$ cat src/rtl/ysyx_23060337_ifu_pkg.sv
// Shared definitions for the instruction fetch unit: state encoding,
// reset PC and fetch geometry.
package ysyx_23060337_ifu_pkg;

    localparam int              DEF_XLEN     = 32;
    localparam logic [31:0]     DEF_RESET_PC = 32'h8000_0000;
    localparam int              INST_W       = 32;
    localparam int              PC_STEP      = 4;

    typedef enum logic [1:0] {
        S_REQ  = 2'd0,
        S_WAIT = 2'd1,
        S_OUT  = 2'd2
    } state_e;

endpackage

$ cat src/rtl/ysyx_23060337_ifu_if.sv
// Fetch-unit bus bundle: imem request/response, decode handshake and the
// redirect path from execute. The master side is the IFU itself.
interface ysyx_23060337_ifu_if
    import ysyx_23060337_ifu_pkg::*;
#(
    parameter int XLEN = DEF_XLEN
);
    logic              imem_req_valid;
    logic              imem_req_ready;
    logic [XLEN-1:0]   imem_req_addr;
    logic              imem_resp_valid;
    logic [INST_W-1:0] imem_resp_data;
    logic              imem_resp_err;
    logic              out_valid;
    logic              out_ready;
    logic [XLEN-1:0]   out_pc;
    logic [INST_W-1:0] out_inst;
    logic              out_fault;
    logic              redirect_valid;
    logic [XLEN-1:0]   redirect_pc;

    modport master (
        output imem_req_valid, imem_req_addr,
        input  imem_req_ready,
        input  imem_resp_valid, imem_resp_data, imem_resp_err,
        output out_valid, out_pc, out_inst, out_fault,
        input  out_ready,
        input  redirect_valid, redirect_pc
    );

    modport slave (
        input  imem_req_valid, imem_req_addr,
        output imem_req_ready,
        output imem_resp_valid, imem_resp_data, imem_resp_err,
        input  out_valid, out_pc, out_inst, out_fault,
        output out_ready,
        output redirect_valid, redirect_pc
    );

endinterface

$ cat src/rtl/ysyx_23060337_Reg.sv
// Generic register with write enable and synchronous active-high reset.
module ysyx_23060337_Reg #(
    parameter int               WIDTH     = 1,
    parameter logic [WIDTH-1:0] RESET_VAL = '0
) (
    input  logic             clk,
    input  logic             rst,
    input  logic             i_wen,
    input  logic [WIDTH-1:0] i_din,
    output logic [WIDTH-1:0] o_dout
);

    always_ff @(posedge clk) begin
        if (rst) begin
            o_dout <= RESET_VAL;
        end else if (i_wen) begin
            o_dout <= i_din;
        end
    end

endmodule

$ cat src/rtl/ysyx_23060337_ifu.sv
// Instruction fetch unit: owns the PC, keeps one imem fetch in flight and
// hands {pc, inst, fault} to decode; execute may redirect the PC at any time.
module ysyx_23060337_ifu
    import ysyx_23060337_ifu_pkg::*;
#(
    parameter int              XLEN     = DEF_XLEN,
    parameter logic [XLEN-1:0] RESET_PC = DEF_RESET_PC
) (
    input  logic                       clk,
    input  logic                       rst,
    ysyx_23060337_ifu_if.master        io_bus
);

    logic [1:0]        r_state;
    state_e            w_state;
    state_e            w_state_next;
    logic [XLEN-1:0]   r_pc;
    logic [XLEN-1:0]   w_pc_next;
    logic              r_drop;
    logic              w_drop_next;
    logic [XLEN-1:0]   r_out_pc;
    logic [XLEN-1:0]   w_out_pc_next;
    logic [INST_W-1:0] r_out_inst;
    logic [INST_W-1:0] w_out_inst_next;
    logic              r_out_fault;
    logic              w_out_fault_next;
    logic              w_out_wen;
    logic              w_misaligned;
    logic              w_req_valid;
    logic              w_req_fire;
    logic              w_out_valid;
    logic              w_out_fire;

    assign w_state      = state_e'(r_state);
    assign w_misaligned = (r_pc[1:0] != 2'b00);

    // A misaligned PC never reaches imem; it is turned into a fault record instead.
    assign w_req_valid = !rst && (w_state == S_REQ) && !w_misaligned;
    assign w_req_fire  = w_req_valid && io_bus.imem_req_ready;
    assign w_out_valid = !rst && (w_state == S_OUT) && !io_bus.redirect_valid;
    assign w_out_fire  = w_out_valid && io_bus.out_ready;

    assign io_bus.imem_req_valid = w_req_valid;
    assign io_bus.imem_req_addr  = r_pc;
    assign io_bus.out_valid      = w_out_valid;
    assign io_bus.out_pc         = r_out_pc;
    assign io_bus.out_inst       = r_out_inst;
    assign io_bus.out_fault      = r_out_fault;

    always_comb begin
        w_state_next     = w_state;
        w_pc_next        = r_pc;
        w_drop_next      = r_drop;
        w_out_wen        = 1'b0;
        w_out_pc_next    = r_pc;
        w_out_inst_next  = '0;
        w_out_fault_next = 1'b0;

        case (w_state)
            S_REQ: begin
                if (io_bus.redirect_valid) begin
                    w_pc_next = io_bus.redirect_pc;
                    if (w_req_fire) begin
                        w_state_next = S_WAIT;
                        w_drop_next  = 1'b1;
                    end
                end else if (w_misaligned) begin
                    w_out_wen        = 1'b1;
                    w_out_fault_next = 1'b1;
                    w_state_next     = S_OUT;
                end else if (w_req_fire) begin
                    w_state_next = S_WAIT;
                end
            end
            S_WAIT: begin
                if (io_bus.redirect_valid) begin
                    w_pc_next = io_bus.redirect_pc;
                end
                // A response racing a redirect belongs to the old path and is dropped too.
                if (io_bus.imem_resp_valid) begin
                    if (r_drop || io_bus.redirect_valid) begin
                        w_drop_next  = 1'b0;
                        w_state_next = S_REQ;
                    end else begin
                        w_out_wen        = 1'b1;
                        w_out_fault_next = io_bus.imem_resp_err;
                        w_out_inst_next  = io_bus.imem_resp_err ? '0 : io_bus.imem_resp_data;
                        w_state_next     = S_OUT;
                    end
                end else if (io_bus.redirect_valid) begin
                    w_drop_next = 1'b1;
                end
            end
            S_OUT: begin
                if (io_bus.redirect_valid) begin
                    w_pc_next    = io_bus.redirect_pc;
                    w_state_next = S_REQ;
                end else if (w_out_fire) begin
                    w_pc_next    = r_pc + XLEN'(PC_STEP);
                    w_state_next = S_REQ;
                end
            end
            default: begin
                w_state_next = S_REQ;
            end
        endcase
    end

    ysyx_23060337_Reg #(.WIDTH(2), .RESET_VAL(2'(S_REQ))) u_state (
        .clk(clk), .rst(rst), .i_wen(1'b1), .i_din(w_state_next), .o_dout(r_state)
    );

    ysyx_23060337_Reg #(.WIDTH(XLEN), .RESET_VAL(RESET_PC)) u_pc (
        .clk(clk), .rst(rst), .i_wen(1'b1), .i_din(w_pc_next), .o_dout(r_pc)
    );

    ysyx_23060337_Reg #(.WIDTH(1), .RESET_VAL(1'b0)) u_drop (
        .clk(clk), .rst(rst), .i_wen(1'b1), .i_din(w_drop_next), .o_dout(r_drop)
    );

    ysyx_23060337_Reg #(.WIDTH(XLEN), .RESET_VAL('0)) u_out_pc (
        .clk(clk), .rst(rst), .i_wen(w_out_wen), .i_din(w_out_pc_next), .o_dout(r_out_pc)
    );

    ysyx_23060337_Reg #(.WIDTH(INST_W), .RESET_VAL('0)) u_out_inst (
        .clk(clk), .rst(rst), .i_wen(w_out_wen), .i_din(w_out_inst_next), .o_dout(r_out_inst)
    );

    ysyx_23060337_Reg #(.WIDTH(1), .RESET_VAL(1'b0)) u_out_fault (
        .clk(clk), .rst(rst), .i_wen(w_out_wen), .i_din(w_out_fault_next), .o_dout(r_out_fault)
    );

endmodule
$ cat src/flat_wrapper.sv
// flat-port wrapper written by rule: the top's interface ports become plain ports
module ysyx_23060337_ifu_flat import ysyx_23060337_ifu_pkg::*;
#(
    parameter int              XLEN     = DEF_XLEN,
    parameter logic [XLEN-1:0] RESET_PC = DEF_RESET_PC
)
  (clk, rst, io_bus_imem_req_valid, io_bus_imem_req_addr, io_bus_imem_req_ready, io_bus_imem_resp_valid, io_bus_imem_resp_data, io_bus_imem_resp_err, io_bus_out_valid, io_bus_out_pc, io_bus_out_inst, io_bus_out_fault, io_bus_out_ready, io_bus_redirect_valid, io_bus_redirect_pc);
  ysyx_23060337_ifu_if #(.XLEN(XLEN)) io_bus_i ();
  input  logic clk;
  input  logic rst;
  output wire logic [$bits(io_bus_i.imem_req_valid)-1:0] io_bus_imem_req_valid;
  output wire logic [$bits(io_bus_i.imem_req_addr)-1:0] io_bus_imem_req_addr;
  input wire logic [$bits(io_bus_i.imem_req_ready)-1:0] io_bus_imem_req_ready;
  input wire logic [$bits(io_bus_i.imem_resp_valid)-1:0] io_bus_imem_resp_valid;
  input wire logic [$bits(io_bus_i.imem_resp_data)-1:0] io_bus_imem_resp_data;
  input wire logic [$bits(io_bus_i.imem_resp_err)-1:0] io_bus_imem_resp_err;
  output wire logic [$bits(io_bus_i.out_valid)-1:0] io_bus_out_valid;
  output wire logic [$bits(io_bus_i.out_pc)-1:0] io_bus_out_pc;
  output wire logic [$bits(io_bus_i.out_inst)-1:0] io_bus_out_inst;
  output wire logic [$bits(io_bus_i.out_fault)-1:0] io_bus_out_fault;
  input wire logic [$bits(io_bus_i.out_ready)-1:0] io_bus_out_ready;
  input wire logic [$bits(io_bus_i.redirect_valid)-1:0] io_bus_redirect_valid;
  input wire logic [$bits(io_bus_i.redirect_pc)-1:0] io_bus_redirect_pc;
  assign io_bus_imem_req_valid = io_bus_i.imem_req_valid;
  assign io_bus_imem_req_addr = io_bus_i.imem_req_addr;
  assign io_bus_i.imem_req_ready = io_bus_imem_req_ready;
  assign io_bus_i.imem_resp_valid = io_bus_imem_resp_valid;
  assign io_bus_i.imem_resp_data = io_bus_imem_resp_data;
  assign io_bus_i.imem_resp_err = io_bus_imem_resp_err;
  assign io_bus_out_valid = io_bus_i.out_valid;
  assign io_bus_out_pc = io_bus_i.out_pc;
  assign io_bus_out_inst = io_bus_i.out_inst;
  assign io_bus_out_fault = io_bus_i.out_fault;
  assign io_bus_i.out_ready = io_bus_out_ready;
  assign io_bus_i.redirect_valid = io_bus_redirect_valid;
  assign io_bus_i.redirect_pc = io_bus_redirect_pc;
  ysyx_23060337_ifu #(.XLEN(XLEN), .RESET_PC(RESET_PC)) u_core (.clk(clk), .rst(rst), .io_bus(io_bus_i));
endmodule
$ cat config.mk
export PLATFORM = sky130hd
export DESIGN_NAME = ysyx_23060337_ifu_flat
export DESIGN_NICKNAME = d
export VERILOG_FILES = /design/src/rtl/ysyx_23060337_ifu_pkg.sv /design/src/rtl/ysyx_23060337_ifu_if.sv /design/src/rtl/ysyx_23060337_Reg.sv /design/src/rtl/ysyx_23060337_ifu.sv /design/src/flat_wrapper.sv
export SDC_FILE = /design/constraint.sdc
export NUM_CORES = 1
export LEC_CHECK = 0
export CORE_UTILIZATION = 30
export DETAILED_ROUTE_END_ITERATION = 16
export GPL_TIMING_DRIVEN = 0
export HOLD_SLACK_MARGIN = 0.06
export SETUP_SLACK_MARGIN = 0.5
export SLEW_MARGIN = 20
export SYNTH_ARGS = -nofsm -noshare
export SYNTH_HDL_FRONTEND = slang
export SYNTH_SLANG_ARGS = --single-unit
$ cat constraint.sdc
create_clock -name clk -period 4.5 [get_ports clk]
set_input_delay 0.9 -clock clk [delete_from_list [all_inputs] [get_ports clk]]
set_output_delay 0.9 -clock clk [all_outputs]
set_load 0.01 [all_outputs]
After elaboration in Yosys (flattened, before gate mapping)
Cells that the tools add are included.
W data, S select, Z words.

cells by class
  add/subtract/negate cells = 1
  muxes and demuxes = 30
  reduce and logical (&&, ||, !) cells = 18
  equal/unequal tests = 9

operator list
  cell                     number
  $mux W32                 7
  $pmux W32 S2             1
  $add A32 B3 Y32 const B  1
  $mux W2                  7
  $mux W1                  11
  $logic_and A1 B1 Y1      6
  $ne A3 B2 Y1 const B     2
  $pmux W1 S2              3
  $pmux W2 S3              1
  $reduce_bool A2 Y1       3
  $reduce_and A5 Y1        1
  $ne A2 B1 Y1 const B     2
  $ne A2 B2 Y1 const B     2
  $logic_not A1 Y1         3
  $ne A3 B3 Y1 const B     1
  $reduce_and A3 Y1        1
  $eq A2 B1 Y1 const B     1
  $eq A2 B2 Y1 const B     1
  $logic_not A2 Y1         1
  $reduce_and A2 Y1        1
  $reduce_or A2 Y1         1
  $logic_or A1 B1 Y1       1

word-level totals
  output and inout port bits = 99
  input bits = 71
  word-level logic and storage cells = 64
  register bits = 100

Longest topological paths before layout
  depth in word-level cells = 8
  depth in mapped cells = 8
  depth with buffers taken out = 6

By module
From an unflattened synthesis, not the netlist that was laid out.

unflattened totals
  cells, all modules = 591
  area total of the unflattened synthesis = 5,196.2 um2

modules (own cells, without submodules)
  module                                      area an instance (um2)  times used  seq. area each (um2)  cells each
  ysyx_23060337_Reg at u_core.u_out_inst ...  1,163.6                 2           640.6                 103
  ysyx_23060337_ifu                           1,567.8                 1           0.0                   270
  ysyx_23060337_Reg at u_core.u_pc            1,166.1                 1           640.6                 103
  ysyx_23060337_Reg at u_core.u_drop ...      33.8                    2           20.0                  3
  ysyx_23060337_Reg at u_core.u_state         67.6                    1           40.0                  6

Worst setup path before layout
No wires, ideal clock.

  path type = input-to-output
  start = in io_bus_redirect_valid
  end = out io_bus_out_valid
  path buffers = 1
  arrival = 1,684 ps
  required time = 3,600 ps
  stages on the path = 3
  setup slack = 1,916 ps
  cell sequence = buf_4 -> or4b_4 -> clkinv_4

on the way
  cells in the longest elaborated chain, start to end = 2

RTL lines
  what                 line                     source
  start: declaration   flat_wrapper.sv:22       input wire logic [$bits(io_bus_i.redirect_valid)-1:0] io_bus_redirect_valid;
  $logic_not A1 Y1     ysyx_23060337_ifu.sv:40  assign w_out_valid = !rst && (w_state == S_OUT) && !io_bus.redirect_valid;
  $logic_and A1 B1 Y1  ysyx_23060337_ifu.sv:40
  end: declaration     flat_wrapper.sv:17       output wire logic [$bits(io_bus_i.out_valid)-1:0] io_bus_out_valid;

No other way between the ends.

Worst setup path after layout
  start = in rst
  end = out io_bus_imem_req_valid

on the way
  cells in the longest elaborated chain, start to end = 3

RTL lines
  what                              line                     source
  start: declaration                flat_wrapper.sv:10       input logic rst;
  $logic_not A1 Y1                  ysyx_23060337_ifu.sv:38  assign w_req_valid = !rst && (w_state == S_REQ) && !w_misaligned;
  $logic_and A1 B1 Y1 (2 in a row)  ysyx_23060337_ifu.sv:38
  end: declaration                  flat_wrapper.sv:11       output wire logic [$bits(io_bus_i.imem_req_valid)-1:0] io_bus_imem_req_valid;

No other way between the ends.

==> qor.csv <==
stage;metric;value;unit
outcome;status;finished, final reports clean;
logic_synthesis;Seq cells post-synth;100;
cells_and_area;antenna fix cells;0;
clock_tree;Clock Sinks;100;
global_routing;global route overflow;0;
worst_setup_path;CP max stage delay;0.63;ns
global_routing;initial antenna violation count;0;
worst_setup_path;Top delay family on crit path;buffers and inverters;
logic_synthesis;Syn Std Cell Area;4470;µm²
logic_synthesis;syn_area_per_cell;7.99;µm²
clock_tree;Post-CTS Hold Buffers;0;
timing;setup TNS;0;ns
detailed_routing;final wirelength;15700;µm
placement;cell area after placement;6380;µm²
clock_tree;Worst-Skew Late Latency;0.35;ns
worst_setup_path;crit-path cells;clkdlybuf4s50_1 > clkbuf_1 > nor4b_1 > clkdlybuf4s50_1;
floorplan;Top Ports;170;
floorplan;Die W;124;µm
clock_tree;clk root buf;clkbuf_16;
cells_and_area;area grow syn2layout;48.9;%
timing;Slew @ Worst Pin;0.764;ns
worst_setup_path;Crit path arrival time;2.66;ns
clock_tree;TritonCTS buffer count;9;
cells_and_area;layout cells sized above 1;4.98;%
global_routing;vias in the first global route;4538;
hold_path;Hold Path Class;register to register;
clock_tree;Post-CTS Resized;0;
placement;pre-CTS WS;0.952;ns
worst_setup_path;CP most frequent cell;clkdlybuf4s50_1;
worst_setup_path;CP endpoint kind;output pin;
worst_setup_path;Worst Path Max Fanout;10;
detailed_routing;Initial DRC Count;363;
power;Max IR drop VDD;0.000197;V
floorplan;Core ar.;14500;µm²
floorplan;die area;15400;µm²
logic_synthesis;Synth Instances;559;
timing;Tcrit/Tclk final;79.2;%
global_routing;first-pass GRT wire length;24100;µm
floorplan;Initial Util;30.7;%
power;power per cell area;302;nW/µm²
worst_setup_path;WP buf/inv;3;
cells_and_area;Nets;810;
timing;Final min period;3.56;ns
clock_tree;H-tree levels;3;
detailed_routing;drt first pass iters;5;
flow_run;max cap viols;0;
logic_synthesis;Yosys top cell area share;44.8;%
worst_setup_path;CP max-delay cell;clkdlybuf4s50_1;
global_routing;total track usage;20.8;%
global_routing;largest net degree at the start of global routing;16;
worst_setup_path;CP Class;input pin to output pin;
logic_synthesis;top cells by area, synth;dfxtp_1, nand2_1, a21oi_1;
clock_tree;Bufs on Longest Clock Path;2;
timing;setup violators final;0;
timing;fmax;0.281;GHz
detailed_routing;wire per inst;17.0;µm
timing;Fin. Hold Viols;0;
logic_synthesis;part of the Yosys area used for sequential elements;44.8;%
logic_synthesis;most frequent cells after synthesis;dfxtp_1, nand2_1, nor2_1;
detailed_routing;drt via density;5.21;
placement;port bufs;168;
worst_setup_path;CP startpoint kind;input pin;
clock_tree;Post-CTS Setup Inserts;0;
detailed_routing;DRC errors left;0;
logic_synthesis;Main synth FF type;dfxtp_1;
clock_tree;CTS tree;built;
logic_synthesis;cell taking the most area after synthesis;dfxtp_1;
logic_synthesis;most frequent cell after synthesis;dfxtp_1;
cells_and_area;final instance area;6650;µm²
placement;DPL Wire Length;11600;µm
detailed_routing;Via Count;4833;
detailed_routing;post-route antenna net violation count;0;
clock_tree;Reg clk slew, reported paths;0.06;ns
floorplan;Rows;44;
logic_synthesis;share of flip-flops with an asynchronous set or reset;0;%
logic_synthesis;Syn Nets;631;
timing;slew margin rel.;48.7;%
timing;unrepaired setup endpoints after global routing;false;
floorplan;Die Y;124;µm
power;Final Power;2.01;mW
worst_setup_path;Critical Path RT;3.60;ns
timing;fin. max-slew vios;0;
power;Lkg Pwr;2.28;nW
logic_synthesis;Synth cell types;59;
cells_and_area;Fillers;1467;
timing;post-route setup slack;0.936;ns
timing;Worst Skew;0.00722;ns
logic_synthesis;EDFF count, synth;0;
placement;Placer Congestion;0.865;
logic_synthesis;Syn. warnings;0;
cell usage in the layout (no fill, tap or decap), types with 3 or more instances in the layout:
master / netlist / layout
nand2_1: 97 / 97
o21ai_0: 17 / 17
a311oi_1: 3 / 3
buf_4: 3 / 3
a22oi_1: 35 / 35
nor3_1: 17 / 17
o32ai_1: 3 / 3
dfxtp_1: 100 / 100
clkbuf_1: 34 / 36
buf_6: 3 / 3
a21oi_1: 59 / 59
inv_1: 6 / 6
mux2i_1: 5 / 5
nor4_1: 5 / 5
nand3_1: 16 / 16
a21o_1: 3 / 3
a31oi_1: 7 / 7
nand4_1: 8 / 8
clkdlybuf4s50_1: 0 / 168
and2_1: 5 / 5
a211oi_1: 3 / 3
or4_1: 3 / 3
nor2_1: 64 / 64
nand3b_1: 3 / 3
nor4_2: 3 / 3
and3_1: 9 / 9
clkbuf_16: 0 / 9
o211ai_1: 3 / 3
through the flow:
| step | instances | util, % | hold WS [ns] |
|---|---|---|---|
| after floorplan | 559 | - | 0.481 |
| after global placement | 911 | 43.9 | 0.445 |
| after detailed placement | 911 | 43.9 | 0.448 |
| after CTS | 927 | 45.7 | 0.456 |
| after global routing | 927 | 45.7 | 0.479 |
| final | 927 | 45.7 | 0.454 |
kinds of logic after synthesis:
family	count (synthesis)	synth area share [%]
adder cells (fa/ha/maj)	1	0.280
AND/OR/NAND/NOR	249	26.4
buffers and inverters	51	5.35
flip-flops	100	44.8
AO/OA/AOI/OAI	151	21.5
multiplexers	7	1.63
power by group:
group / internal [mW] / total, mW / switching [mW]
clock network: 0.389 / 0.731 / 0.342
registers: 0.918 / 0.961 / 0.0423
logic: 0.161 / 0.315 / 0.154
worst reg2reg max path, cell delays in order (launching register included):
cell and delay [ns]:
dfxtp_1 0.48, ha_1 0.26, nand4_1 0.35, nor3_1 0.72, nand4_1 0.24, nor4_1 0.31, a311o_1 0.14
state kept, by name, indices dropped and copies added (netlist names):
signal / cells
u_core.u_pc.o_dout: 32
u_core.u_out_inst.o_dout: 32
u_core.u_out_pc.o_dout: 32
u_core.u_out_fault.o_dout: 1
u_core.u_drop.o_dout: 1
u_core.u_state.o_dout: 2
final cells by class:
class	count	area, µm²	area share [%]
buffer	44	208	3.12
clock buffer	12	246	3.71
clock inverter	4	25.0	0.376
inverter	7	31.3	0.470
multi-input combinational	408	2220	33.5
sequential	100	2000	30.1
tap	184	230	3.46
timing repair buffer	168	1680	25.3
final timing paths:
check	slack, ns	depth (start not counted)	to	startpoint
worst max-delay path	0.94	4	io_bus_imem_req_valid	rst
worst min-delay path	0.45	2	u_core.u_out_pc.o_dout[10]	u_core.u_out_pc.o_dout[10]
worst max register to register	1.94	6	u_core.u_pc.o_dout[30]	u_core.u_pc.o_dout[2]
worst min register to register	0.45	2	u_core.u_out_pc.o_dout[10]	u_core.u_out_pc.o_dout[10]
routing by layer:
metal | track usage [%] | vias to the layer above | share of wire (%)
met2 | 33.5 | 192 | 46
met4 | 6.32 | 0 | 1.2
li1 | - | 2351 | -
met1 | 25.2 | 2272 | 43
met3 | 8.47 | 18 | 10
met5 | 0 | - | 0
No activity file was read; power rests on OpenSTA's default activity.
